**config.mk**
```make
export PLATFORM = sky130hd
export DESIGN_NAME = alu_mc
export DESIGN_NICKNAME = d
export VERILOG_FILES = /design/src/rtl/alu_mc.sv
export SDC_FILE = /design/constraint.sdc
export NUM_CORES = 1
export LEC_CHECK = 0
export ABC_AREA = 0
export CAP_MARGIN = 20
export CORE_ASPECT_RATIO = 1.5
export CORE_MARGIN = 1
export CORE_UTILIZATION = 40
export DETAILED_ROUTE_END_ITERATION = 12
export HOLD_SLACK_MARGIN = 0.12
export SYNTH_ARGS = -nofsm -noshare
export SYNTH_HDL_FRONTEND = slang
export SYNTH_SLANG_ARGS = --single-unit
export TNS_END_PERCENT = 10
```
**constraint.sdc**
```tcl
create_clock -name clk -period 5.2 [get_ports clk]
set_clock_uncertainty 0.15 [all_clocks]
set_input_delay 1.04 -clock clk [delete_from_list [all_inputs] [get_ports clk]]
set_output_delay 1.04 -clock clk [all_outputs]
set_load 0.02 [all_outputs]
```
**src/rtl/alu_mc.sv**
```systemverilog
// Multi-cycle ALU: single-cycle integer ops plus iterative (1 bit/cycle) MUL/DIV/REM.
// Latency: ops 0-9/illegal reach DONE on the accept edge; ops 10-17 spend XLEN cycles in BUSY.
// Backpressure: in_ready only in IDLE; DONE holds result/illegal until out_ready.
module alu_mc #(
    parameter int XLEN  = 32,
    parameter bit trace = 1'b0
) (
    input  logic            clk,
    input  logic            rst,
    input  logic            in_valid,
    output logic            in_ready,
    input  logic [4:0]      op,
    input  logic [XLEN-1:0] op1,
    input  logic [XLEN-1:0] op2,
    input  logic            kill,
    output logic            out_valid,
    input  logic            out_ready,
    output logic [XLEN-1:0] result,
    output logic            illegal
);
    localparam int SH = $clog2(XLEN);
    localparam int CW = SH + 1;

    typedef enum logic [1:0] {IDLE, BUSY, DONE} state_t;
    state_t state, state_nx;

    logic [4:0]      op_q;
    logic [XLEN-1:0] hi, lo, mcand, a_raw;
    logic            neg_q, neg_r, dz;
    logic [CW-1:0]   cnt;

    logic accept, legal, is_md, is_div_in, is_div_q, last;
    assign accept    = in_valid && in_ready;
    assign legal     = (op <= 5'd17);
    assign is_md     = (op >= 5'd10) && legal;
    assign is_div_in = (op >= 5'd14);
    assign is_div_q  = (op_q >= 5'd14);
    assign last      = (cnt == CW'(XLEN - 1));
    assign in_ready  = (state == IDLE);
    assign out_valid = (state == DONE);

    logic [XLEN-1:0] alu_res;
    always_comb begin
        alu_res = '0;
        case (op)
            5'd0:    alu_res = op1 + op2;
            5'd1:    alu_res = op1 - op2;
            5'd2:    alu_res = {{(XLEN-1){1'b0}}, ($signed(op1) < $signed(op2))};
            5'd3:    alu_res = {{(XLEN-1){1'b0}}, (op1 < op2)};
            5'd4:    alu_res = op1 & op2;
            5'd5:    alu_res = op1 | op2;
            5'd6:    alu_res = op1 ^ op2;
            5'd7:    alu_res = op1 << op2[SH-1:0];
            5'd8:    alu_res = op1 >> op2[SH-1:0];
            5'd9:    alu_res = $signed(op1) >>> op2[SH-1:0];
            default: alu_res = '0;
        endcase
    end

    // Signed ops are run as unsigned magnitudes; signs are reapplied on the last step.
    logic            sa, sb, a_neg, b_neg;
    logic [XLEN-1:0] mag_a, mag_b;
    always_comb begin
        sa    = (op == 5'd11) || (op == 5'd12) || (op == 5'd14) || (op == 5'd16);
        sb    = (op == 5'd11) || (op == 5'd14) || (op == 5'd16);
        a_neg = sa && op1[XLEN-1];
        b_neg = sb && op2[XLEN-1];
        mag_a = a_neg ? -op1 : op1;
        mag_b = b_neg ? -op2 : op2;
    end

    // One shift-add (mul) or restoring-subtract (div) step per BUSY cycle.
    logic [XLEN:0]   mul_sum, div_sh, div_diff;
    logic [XLEN-1:0] hi_nx, lo_nx;
    always_comb begin
        mul_sum  = {1'b0, hi} + (lo[0] ? {1'b0, mcand} : '0);
        div_sh   = {hi, lo[XLEN-1]};
        div_diff = div_sh - {1'b0, mcand};
        if (is_div_q) begin
            if (!div_diff[XLEN]) begin
                hi_nx = div_diff[XLEN-1:0];
                lo_nx = {lo[XLEN-2:0], 1'b1};
            end else begin
                hi_nx = div_sh[XLEN-1:0];
                lo_nx = {lo[XLEN-2:0], 1'b0};
            end
        end else begin
            {hi_nx, lo_nx} = {mul_sum, lo[XLEN-1:1]};
        end
    end

    logic [2*XLEN-1:0] prod, prod_f;
    logic [XLEN-1:0]   md_res;
    always_comb begin
        prod   = {hi_nx, lo_nx};
        prod_f = neg_q ? -prod : prod;
        case (op_q)
            5'd10:        md_res = prod_f[XLEN-1:0];
            5'd11, 5'd12,
            5'd13:        md_res = prod_f[2*XLEN-1:XLEN];
            5'd14, 5'd15: md_res = dz ? '1 : (neg_q ? -lo_nx : lo_nx);
            default:      md_res = dz ? a_raw : (neg_r ? -hi_nx : hi_nx);
        endcase
    end

    always_comb begin
        state_nx = state;
        case (state)
            IDLE:    if (accept) state_nx = is_md ? BUSY : DONE;
            BUSY:    if (kill) state_nx = IDLE;
                     else if (last) state_nx = DONE;
            DONE:    if (out_ready) state_nx = IDLE;
            default: state_nx = IDLE;
        endcase
    end

    always_ff @(posedge clk) begin
        if (rst) begin
            state   <= IDLE;
            result  <= '0;
            illegal <= 1'b0;
            cnt     <= '0;
            op_q    <= '0;
            hi      <= '0;
            lo      <= '0;
            mcand   <= '0;
            a_raw   <= '0;
            neg_q   <= 1'b0;
            neg_r   <= 1'b0;
            dz      <= 1'b0;
        end else begin
            state <= state_nx;
            case (state)
                IDLE: if (accept) begin
                    op_q    <= op;
                    a_raw   <= op1;
                    cnt     <= '0;
                    illegal <= !legal;
                    hi      <= '0;
                    lo      <= is_div_in ? mag_a : mag_b;
                    mcand   <= is_div_in ? mag_b : mag_a;
                    neg_q   <= a_neg ^ b_neg;
                    neg_r   <= a_neg;
                    dz      <= (op2 == '0);
                    if (!is_md) result <= legal ? alu_res : '0;
                end
                BUSY: if (kill) begin
                    cnt <= '0;
                end else begin
                    hi  <= hi_nx;
                    lo  <= lo_nx;
                    cnt <= cnt + CW'(1);
                    if (last) begin
                        result  <= md_res;
                        illegal <= 1'b0;
                        cnt     <= '0;
                    end
                end
                default: ;
            endcase
        end
    end

`ifndef SYNTHESIS
    always @(posedge clk) begin
        if (trace && !rst && accept)
            $display("alu_mc: op=%0d op1=%h op2=%h", op, op1, op2);
    end
`endif
endmodule

```
==> results of run 1 <==
-- per-layer routing --
layer,wire (µm),vias up
met5,18,-
li1,-,14200
met3,10120,672
met1,47730,14850
met4,17680,4
met2,66300,1530
-- placed cells by master, fill, tap and decap left out, types with 27 or more instances in the layout --
| cell type | n |
|---|---|
| a211oi_1 | 48 |
| a21o_1 | 42 |
| a21oi_1 | 331 |
| a221oi_1 | 28 |
| a22oi_1 | 47 |
| a31oi_1 | 42 |
| and2_1 | 49 |
| buf_4 | 601 |
| clkdlybuf4s50_1 | 100 |
| dfxtp_1 | 174 |
| ha_1 | 163 |
| inv_1 | 138 |
| mux2i_1 | 129 |
| mux4_2 | 30 |
| nand2_1 | 440 |
| nand3_1 | 74 |
| nand4_1 | 31 |
| nor2_1 | 335 |
| nor3_1 | 78 |
| o211ai_1 | 103 |
| o21ai_0 | 250 |
| o22ai_1 | 55 |
| o31ai_1 | 47 |
| or3_1 | 27 |
| xnor2_1 | 152 |
| xor2_1 | 42 |
-- cells in the mapped netlist, types with 12 or more instances --
| cell type | number | share of area |
|---|---|---|
| ha_1 | 166 | 0.082 |
| o21ai_0 | 259 | 0.051 |
| a31oi_1 | 45 | 0.011 |
| inv_1 | 141 | 0.021 |
| a311oi_1 | 20 | 0.0069 |
| o22ai_1 | 55 | 0.014 |
| nand4_1 | 31 | 0.0077 |
| buf_2 | 24 | 0.0048 |
| a22oi_1 | 47 | 0.014 |
| a211o_1 | 19 | 0.0066 |
| a211oi_1 | 49 | 0.015 |
| nand2b_1 | 27 | 0.0067 |
| nand3_1 | 75 | 0.015 |
| dfxtp_1 | 177 | 0.14 |
| o21bai_1 | 19 | 0.0057 |
| nor3_1 | 81 | 0.016 |
| a221oi_1 | 30 | 0.010 |
| or3_1 | 28 | 0.0069 |
| mux2_2 | 12 | 0.0054 |
| nor2_1 | 341 | 0.051 |
| xnor2_1 | 152 | 0.053 |
| nor4_1 | 25 | 0.0062 |
| xor2_1 | 42 | 0.015 |
| nor2b_1 | 17 | 0.0042 |
| nand2_1 | 443 | 0.066 |
| o21ai_1 | 12 | 0.0024 |
| or4_1 | 12 | 0.0036 |
| and3_1 | 20 | 0.0050 |
| mux4_2 | 30 | 0.027 |
| o31ai_1 | 50 | 0.015 |
| clkbuf_1 | 220 | 0.033 |
| a21o_1 | 42 | 0.013 |
| a21oi_1 | 334 | 0.066 |
| buf_1 | 31 | 0.0046 |
| o21a_1 | 23 | 0.0069 |
| o211ai_1 | 103 | 0.031 |
| and2_1 | 51 | 0.013 |
| mux2i_1 | 129 | 0.051 |
-- final cells by class --
| cell class | count | area, µm² |
|---|---|---|
| Inverter | 146 | 548.0 |
| Clock inverter | 14 | 173.9 |
| Antenna cell | 5 | 12.51 |
| Timing Repair Buffer | 717 | 5728 |
| Tap cell | 798 | 998.5 |
| Fill cell | 6536 | 30480 |
| Multi-Input combinational cell | 3008 | 20300 |
| Sequential cell | 177 | 3547 |
| Clock buffer | 17 | 425.4 |
-- sequential cells by signal, indices dropped and copies added (netlist names), 2 cells and up --
register	flops
lo	32
mcand	32
state	2
result	32
op_q	5
cnt	6
hi	32
a_raw	32
-- worst max path at each step --
stage          slack, ns  cells after the start                 endpoint
6_report            0.01                     24  result[10]$_SDFFE_PP0P_
5_1_grt            -0.18                     24  result[10]$_SDFFE_PP0P_
4_1_cts            -0.05                     24  result[22]$_SDFFE_PP0P_
3_5_place_dp       -0.27                     19  result[28]$_SDFFE_PP0P_
3_3_place_gp       -0.22                     19  result[28]$_SDFFE_PP0P_
2_1_floorplan       0.02                     19  result[28]$_SDFFE_PP0P_
-- power by group through the flow --
| stage | clock network, mW | registers, mW | logic, mW |
|---|---|---|---|
| after floorplan | 0 | 1.60 | 1.91 |
| after global placement | 0 | 1.64 | 3.47 |
| after detailed placement | 0 | 1.64 | 3.46 |
| after CTS | 1.42 | 1.61 | 3.53 |
| after global routing | 1.46 | 1.63 | 3.87 |
| final | 1.41 | 1.62 | 3.70 |
-- cells by family after synthesis --
family          count (synthesis)  share of synthesized area
flops                         177                     0.1406
fa+ha+maj                     170                    0.08558
simple gates                 1211                     0.2226
compound gates               1259                     0.3316
xor+xnor                      194                    0.06741
buf+inv                       429                    0.06751
mux                           174                    0.08473
-- stage by stage --
step	power [mW]	std cells	util
2_1_floorplan	3.516	3614	-
3_3_place_gp	5.103	4834	0.4938
3_5_place_dp	5.102	4834	0.4938
4_1_cts	6.551	4873	0.5066
5_1_grt	6.961	4881	0.5100
6_report	6.730	4882	0.5101
-- critical path, cell delays in order (launching register included) --
cell and delay (ns):
dfxtp_1 0.33, inv_1 0.04, ha_1 0.32, a21oi_2 0.23, o21ai_1 0.14, a211o_1 0.33
a2111o_1 0.50, o21ba_4 0.27, buf_4 0.13, nand3_2 0.11, nand2_1 0.10, inv_1 0.07
ha_1 0.17, nand2b_1 0.08, a21oi_2 0.16, and2_4 0.18, nand3_1 0.09, nand4b_1 0.21
or2_2 0.32, buf_4 0.18, o31ai_1 0.27, xnor2_1 0.13, a221oi_2 0.27, buf_4 0.23
nor2_1 0.06
-- what timing repair did --
action                                  4_1_cts  5_1_grt
setup buffers                                 9        3
endpoints found under the setup margin       18       28
cloned                                        0        0
pin swaps                                    18       17
gates resized for setup                      28       42
hold endpoints to repair                      0        0
==> run_results.csv, run 1 <==
group,metric,value,unit
outcome,status,"finished clean",
detailed_routing,firstDrtPassIters,6,
global_route,met3_usage,0.09412,
placed_design,dpl_cell_area,30730,µm²
layout,drive_gt1_frac,0.2003,
detailed_routing,drtIter0Drc,2975,
critical_path,critPathRequiredTime,5.43,ns
synthesis,yosysWarnings,0,
timing,max_slew_margin,0.2355,
clocking,cts_tree,"done",
clocking,cts_num_sinks,177,
global_route,grt_usage,0.4375,
pwr,seqPwrFrac,0.241,
synthesis,postSynth.asyncResetShare,0,
critical_path,end_kind,"register",
hold_path,min_to,"a_raw[15]$_SDFFE_PP0P_",
synthesis,synthCells,3614,
pwr,clkPwrFrac,0.209,
global_route,grt_max_degree,77,
critical_path,reg2reg_depth,24,
layout,nets,4311,
hold_path,min_from,"a_raw[15]$_SDFFE_PP0P_",
timing,final.setup.tns,0,ns
hold_path,holdCritPathClass,"reg2reg",
critical_path,r2r_slack,0.01,ns
detailed_routing,finalWirelength,141.8,mm
timing,finalHoldViolations,0,
global_route,gr-max-usage-layer,"met2",
floorplan,num_rows,112,
pwr,switching_share,0.4580,
timing,grt_setup_unrepaired,"yes",
pwr,comb_power_share,0.550,
clocking,root_buffer,"clkbuf_16",
synthesis,synth_ff_type,"dfxtp_1",
timing,tightestPinTransition,1.143,ns
global_route,grtUsageMet2,0.7283,
synthesis,yosysSeqAreaShare,0.1406,
synthesis,synth_edf_count,0,
critical_path,cp.arrival,5.42,ns
flow_run,cap_violations,0,
floorplan,die-area,64050,µm²
critical_path,cp_max_fo,4,
detailed_routing,drc,0,
global_route,grtUsageMet1,0.4356,
timing,fin_crit,5.186,ns
clocking,cts_buffer_depth,2,
timing,finalSetupViolCount,0,
clocking,clk_latency,0.49,ns
detailed_routing,vias,31250,
timing,fmax,192.8,MHz
critical_path,startpoint,"mcand[27]$_SDFFE_PP0P_",
global_route,grt_pass1_wl,202.3,mm
global_route,overflow,0,
placed_design,hpwl,113.2,mm
timing,drv_slew,0,
pwr,switching_power,3.082,mW
timing,hold_ws,0.3085,ns
clocking,numCtsBuffers,17,
synthesis,synth_seq_cells,177,
synthesis,ys_types,115,
pwr,vdd_drop_max,0.2450,mV
placed_design,port_buffers,108,
hold_path,hold_depth,2,
clocking,h-tree-depth,4,
pwr,power.density,212.1,nW/µm²
timing,setup_ws,0.01418,ns
detailed_routing,via_per_inst,6.401,
timing,fin_crit_sh,0.9973,
layout,syn_to_final_growth,25.90,%
global_route,grt_pass1_vias,30350,
global_route,antenna_found_initial,7,
placed_design,dpl_worst_slack,-0.2660,ns
synthesis,syn_area,25210,µm²
floorplan,start_util,0.4051,
clocking,cts_hold_buf,0,
floorplan,pin_count,109,
floorplan,die_w,207.0,µm
floorplan,core_area,62220,µm²
placed_design,gp_congestion,1.079,
clocking,clk_pin_slew,0.08,ns
detailed_routing,antenna_left,0,
synthesis,syn_avg_cell_area,6.975,µm²
pwr,intPower,3.647,mW
detailed_routing,drt-wirelength-per-cell,29.05,µm
layout,fin_area,31740,µm²
pwr,leakage,13.36,nW
synthesis,syn_nets,3858,
floorplan,die_h,309.5,µm
critical_path,r2r_start,"mcand[27]$_SDFFE_PP0P_",
critical_path,crit_type,"reg2reg",
critical_path,r2r_end,"result[10]$_SDFFE_PP0P_",
critical_path,worst_setup_path_start_kind,"register",
(Power assumes the default switching activity.)
==> run 2: changes to the inputs <==
--- a/config.mk
+++ b/config.mk
@@ -7,11 +7,14 @@
 export LEC_CHECK = 0
 export ABC_AREA = 0
 export CAP_MARGIN = 20
+export CELL_PAD_IN_SITES_DETAIL_PLACEMENT = 2
+export CELL_PAD_IN_SITES_GLOBAL_PLACEMENT = 2
 export CORE_ASPECT_RATIO = 1.5
 export CORE_MARGIN = 1
-export CORE_UTILIZATION = 40
+export CORE_UTILIZATION = 33
 export DETAILED_ROUTE_END_ITERATION = 12
 export HOLD_SLACK_MARGIN = 0.12
+export PLACE_DENSITY_LB_ADDON = 0.1
 export SYNTH_ARGS = -nofsm -noshare
 export SYNTH_HDL_FRONTEND = slang
 export SYNTH_SLANG_ARGS = --single-unit
==> run 2 against run 1 <==
  * The flow now finishes with violations (negative setup slack)
  * Sequential power barely moved
  * Via count rose by 4.6%
  * Count of clock-buffer cells in the layout rose by 1
  * Critical path depth did not move
  * Utilization fell by 8.0 points
  * Combinational power rose by 6.2%
  * Total power rose by 2.8%
  * Critical endpoint is now result[22]$_SDFFE_PP0P_
  * Largest cell class unchanged
  * Highest routed layer is now met4
==> run_results.csv, run 2 (synthesized netlist as in run 1, its figures left out) <==
group,metric,value,unit
outcome,status,"finished with violations",
outcome,violations,"negative setup slack",
clocking,cts_num_sinks,177,
global_route,grt_usage,0.4230,
timing,hold_ws,0.3185,ns
pwr,total_power,6.920,mW
timing,setup_ws,-0.4225,ns
layout,antenna_cells,0,
layout,instances_no_fill,5109,
timing,fin_crit_sh,1.081,
timing,drv_slew,0,
global_route,overflow,0,
clocking,h-tree-depth,4,
detailed_routing,drc,0,
timing,final.setup.tns,-4.863,ns
flow_run,cap_violations,0,
layout,mostFrequentLayoutCells,"buf_4 (628), nand2_1 (439), nor2_1 (334)",
global_route,antenna_found_initial,0,
timing,tightestPinTransition,1.037,ns
placed_design,dp_cells,5056,
timing,fmax,177.9,MHz
hold_path,hold_depth,2,
detailed_routing,via_per_inst,6.395,
critical_path,cp.arrival,5.86,ns
detailed_routing,vias,32670,
clocking,clk_latency,0.52,ns
placed_design,hpwl,132.5,mm
clocking,cts_tree,"done",
detailed_routing,firstDrtPassIters,5,
clocking,numCtsBuffers,17,
detailed_routing,drt-wirelength-per-cell,32.69,µm
critical_path,critPathRequiredTime,5.44,ns
floorplan,die_h,340.5,µm
floorplan,die-area,77520,µm²
placed_design,gp_congestion,0.9921,
timing,fin_crit,5.622,ns
floorplan,die_w,227.7,µm
clocking,root_buffer,"clkbuf_16",
floorplan,pin_count,109,
global_route,grt_max_degree,91,
floorplan,core_area,75260,µm²
pwr,leakage,13.52,nW
detailed_routing,drtIter0Drc,1902,
detailed_routing,finalWirelength,167.0,mm
clocking,clk_pin_slew,0.08,ns
layout,nets,4340,
pwr,vdd_drop_max,0.2722,mV
timing,max_slew_margin,0.3086,
layout,syn_to_final_growth,28.49,%
clocking,cts_buffer_depth,2,
layout,final_common_cell,"buf_4",
critical_path,cp_max_fo,6,
hold_path,holdCritPathClass,"reg2reg",
global_route,grt_pass1_vias,35880,
timing,finalHoldViolations,0,
timing,grt_setup_unrepaired,"yes",
timing,finalSetupViolCount,23,
pwr,power.density,213.7,nW/µm²
layout,drive_gt1_frac,0.2122,
floorplan,num_rows,123,
placed_design,port_buffers,108,
floorplan,start_util,0.3349,
critical_path,worst_setup_path_start_kind,"register",
detailed_routing,antenna_left,0,
critical_path,end_kind,"register",
global_route,grt_pass1_wl,239.6,mm
critical_path,reg2reg_depth,24,
critical_path,crit_type,"reg2reg",
## run 2: cell count changes in the layout (fill, tap and decap cells not counted), moves of 3 or more
cell     before  now
buf_4       601  628
diode_2       5    0
ha_1        163  158
o21ai_1      20   15
ha_4          3    6
o21ai_0     250  253
o31ai_1      47   44
## run 2: final timing paths
kind / slack, ns / to / start
worst max-delay path: -0.42 / result[22]$_SDFFE_PP0P_ / lo[31]$_SDFFE_PP0P_
worst min-delay path: 0.32 / a_raw[22]$_SDFFE_PP0P_ / a_raw[22]$_SDFFE_PP0P_
worst max register to register: -0.42 / result[22]$_SDFFE_PP0P_ / lo[31]$_SDFFE_PP0P_
worst min register to register: 0.32 / a_raw[22]$_SDFFE_PP0P_ / a_raw[22]$_SDFFE_PP0P_
## run 2: what timing repair did
item / 4_1_cts / 5_1_grt
hold buffers: 0 / 0
setup endpoints to repair: 29 / 30
gates resized for setup: 62 / 49
buffers inserted: 8 / 12
pin swaps: 33 / 37
## run 2: layout make-up
| class | count | area, µm² |
|---|---|---|
| inverter | 146 | 553.0 |
| fill | 8763 | 42870 |
| timing repair buffer | 746 | 5958 |
| multi-input combinational | 3008 | 20520 |
| clock inverter | 14 | 122.6 |
| sequential | 177 | 3547 |
| clock buffer | 18 | 439.2 |
| tap | 1000 | 1251 |
## run 2: worst max-delay path, stage by stage, from the launching register on
cell and delay [ns]:
dfxtp_2 0.36, inv_4 0.06, ha_4 0.16, inv_2 0.05
fa_2 0.19, a21o_1 0.19, a311oi_4 0.14, or4_4 0.51
a21oi_4 0.29, buf_6 0.16, and4_4 0.29, nor4_4 0.06
a221o_1 0.31, inv_2 0.09, ha_4 0.14, buf_6 0.10
and3_1 0.23, a211o_1 0.17, nand4_1 0.29, or4_4 0.59
buf_8 0.16, o31ai_4 0.25, xnor2_2 0.09, a221oi_2 0.36
nor2_1 0.09
## run 2: layer usage
metal / global-route usage / wire, µm / part of all wire
met5: 0 / 0 / 0
met4: 0.3877 / 17420 / 0.10
met3: 0.05570 / 7533 / 0.045
met2: 0.7525 / 83620 / 0.50
met1: 0.4229 / 58440 / 0.35
## run 2: through the flow
stage | util | cell area [µm²] | setup WS (ns)
floorplan | - | 25210 | 0.01812
global placement | 0.4137 | 31130 | -0.8826
detailed placement | 0.4137 | 31130 | -1.059
CTS | 0.4258 | 32040 | -0.3368
global route | 0.4304 | 32390 | -0.3864
finish | 0.4304 | 32390 | -0.4225
## run 2: report_power, final
part,total (mW),internal [mW],switching [mW]
combinational,3.93,1.49,2.44
sequential,1.62,1.47,0.146
clock,1.37,0.643,0.726
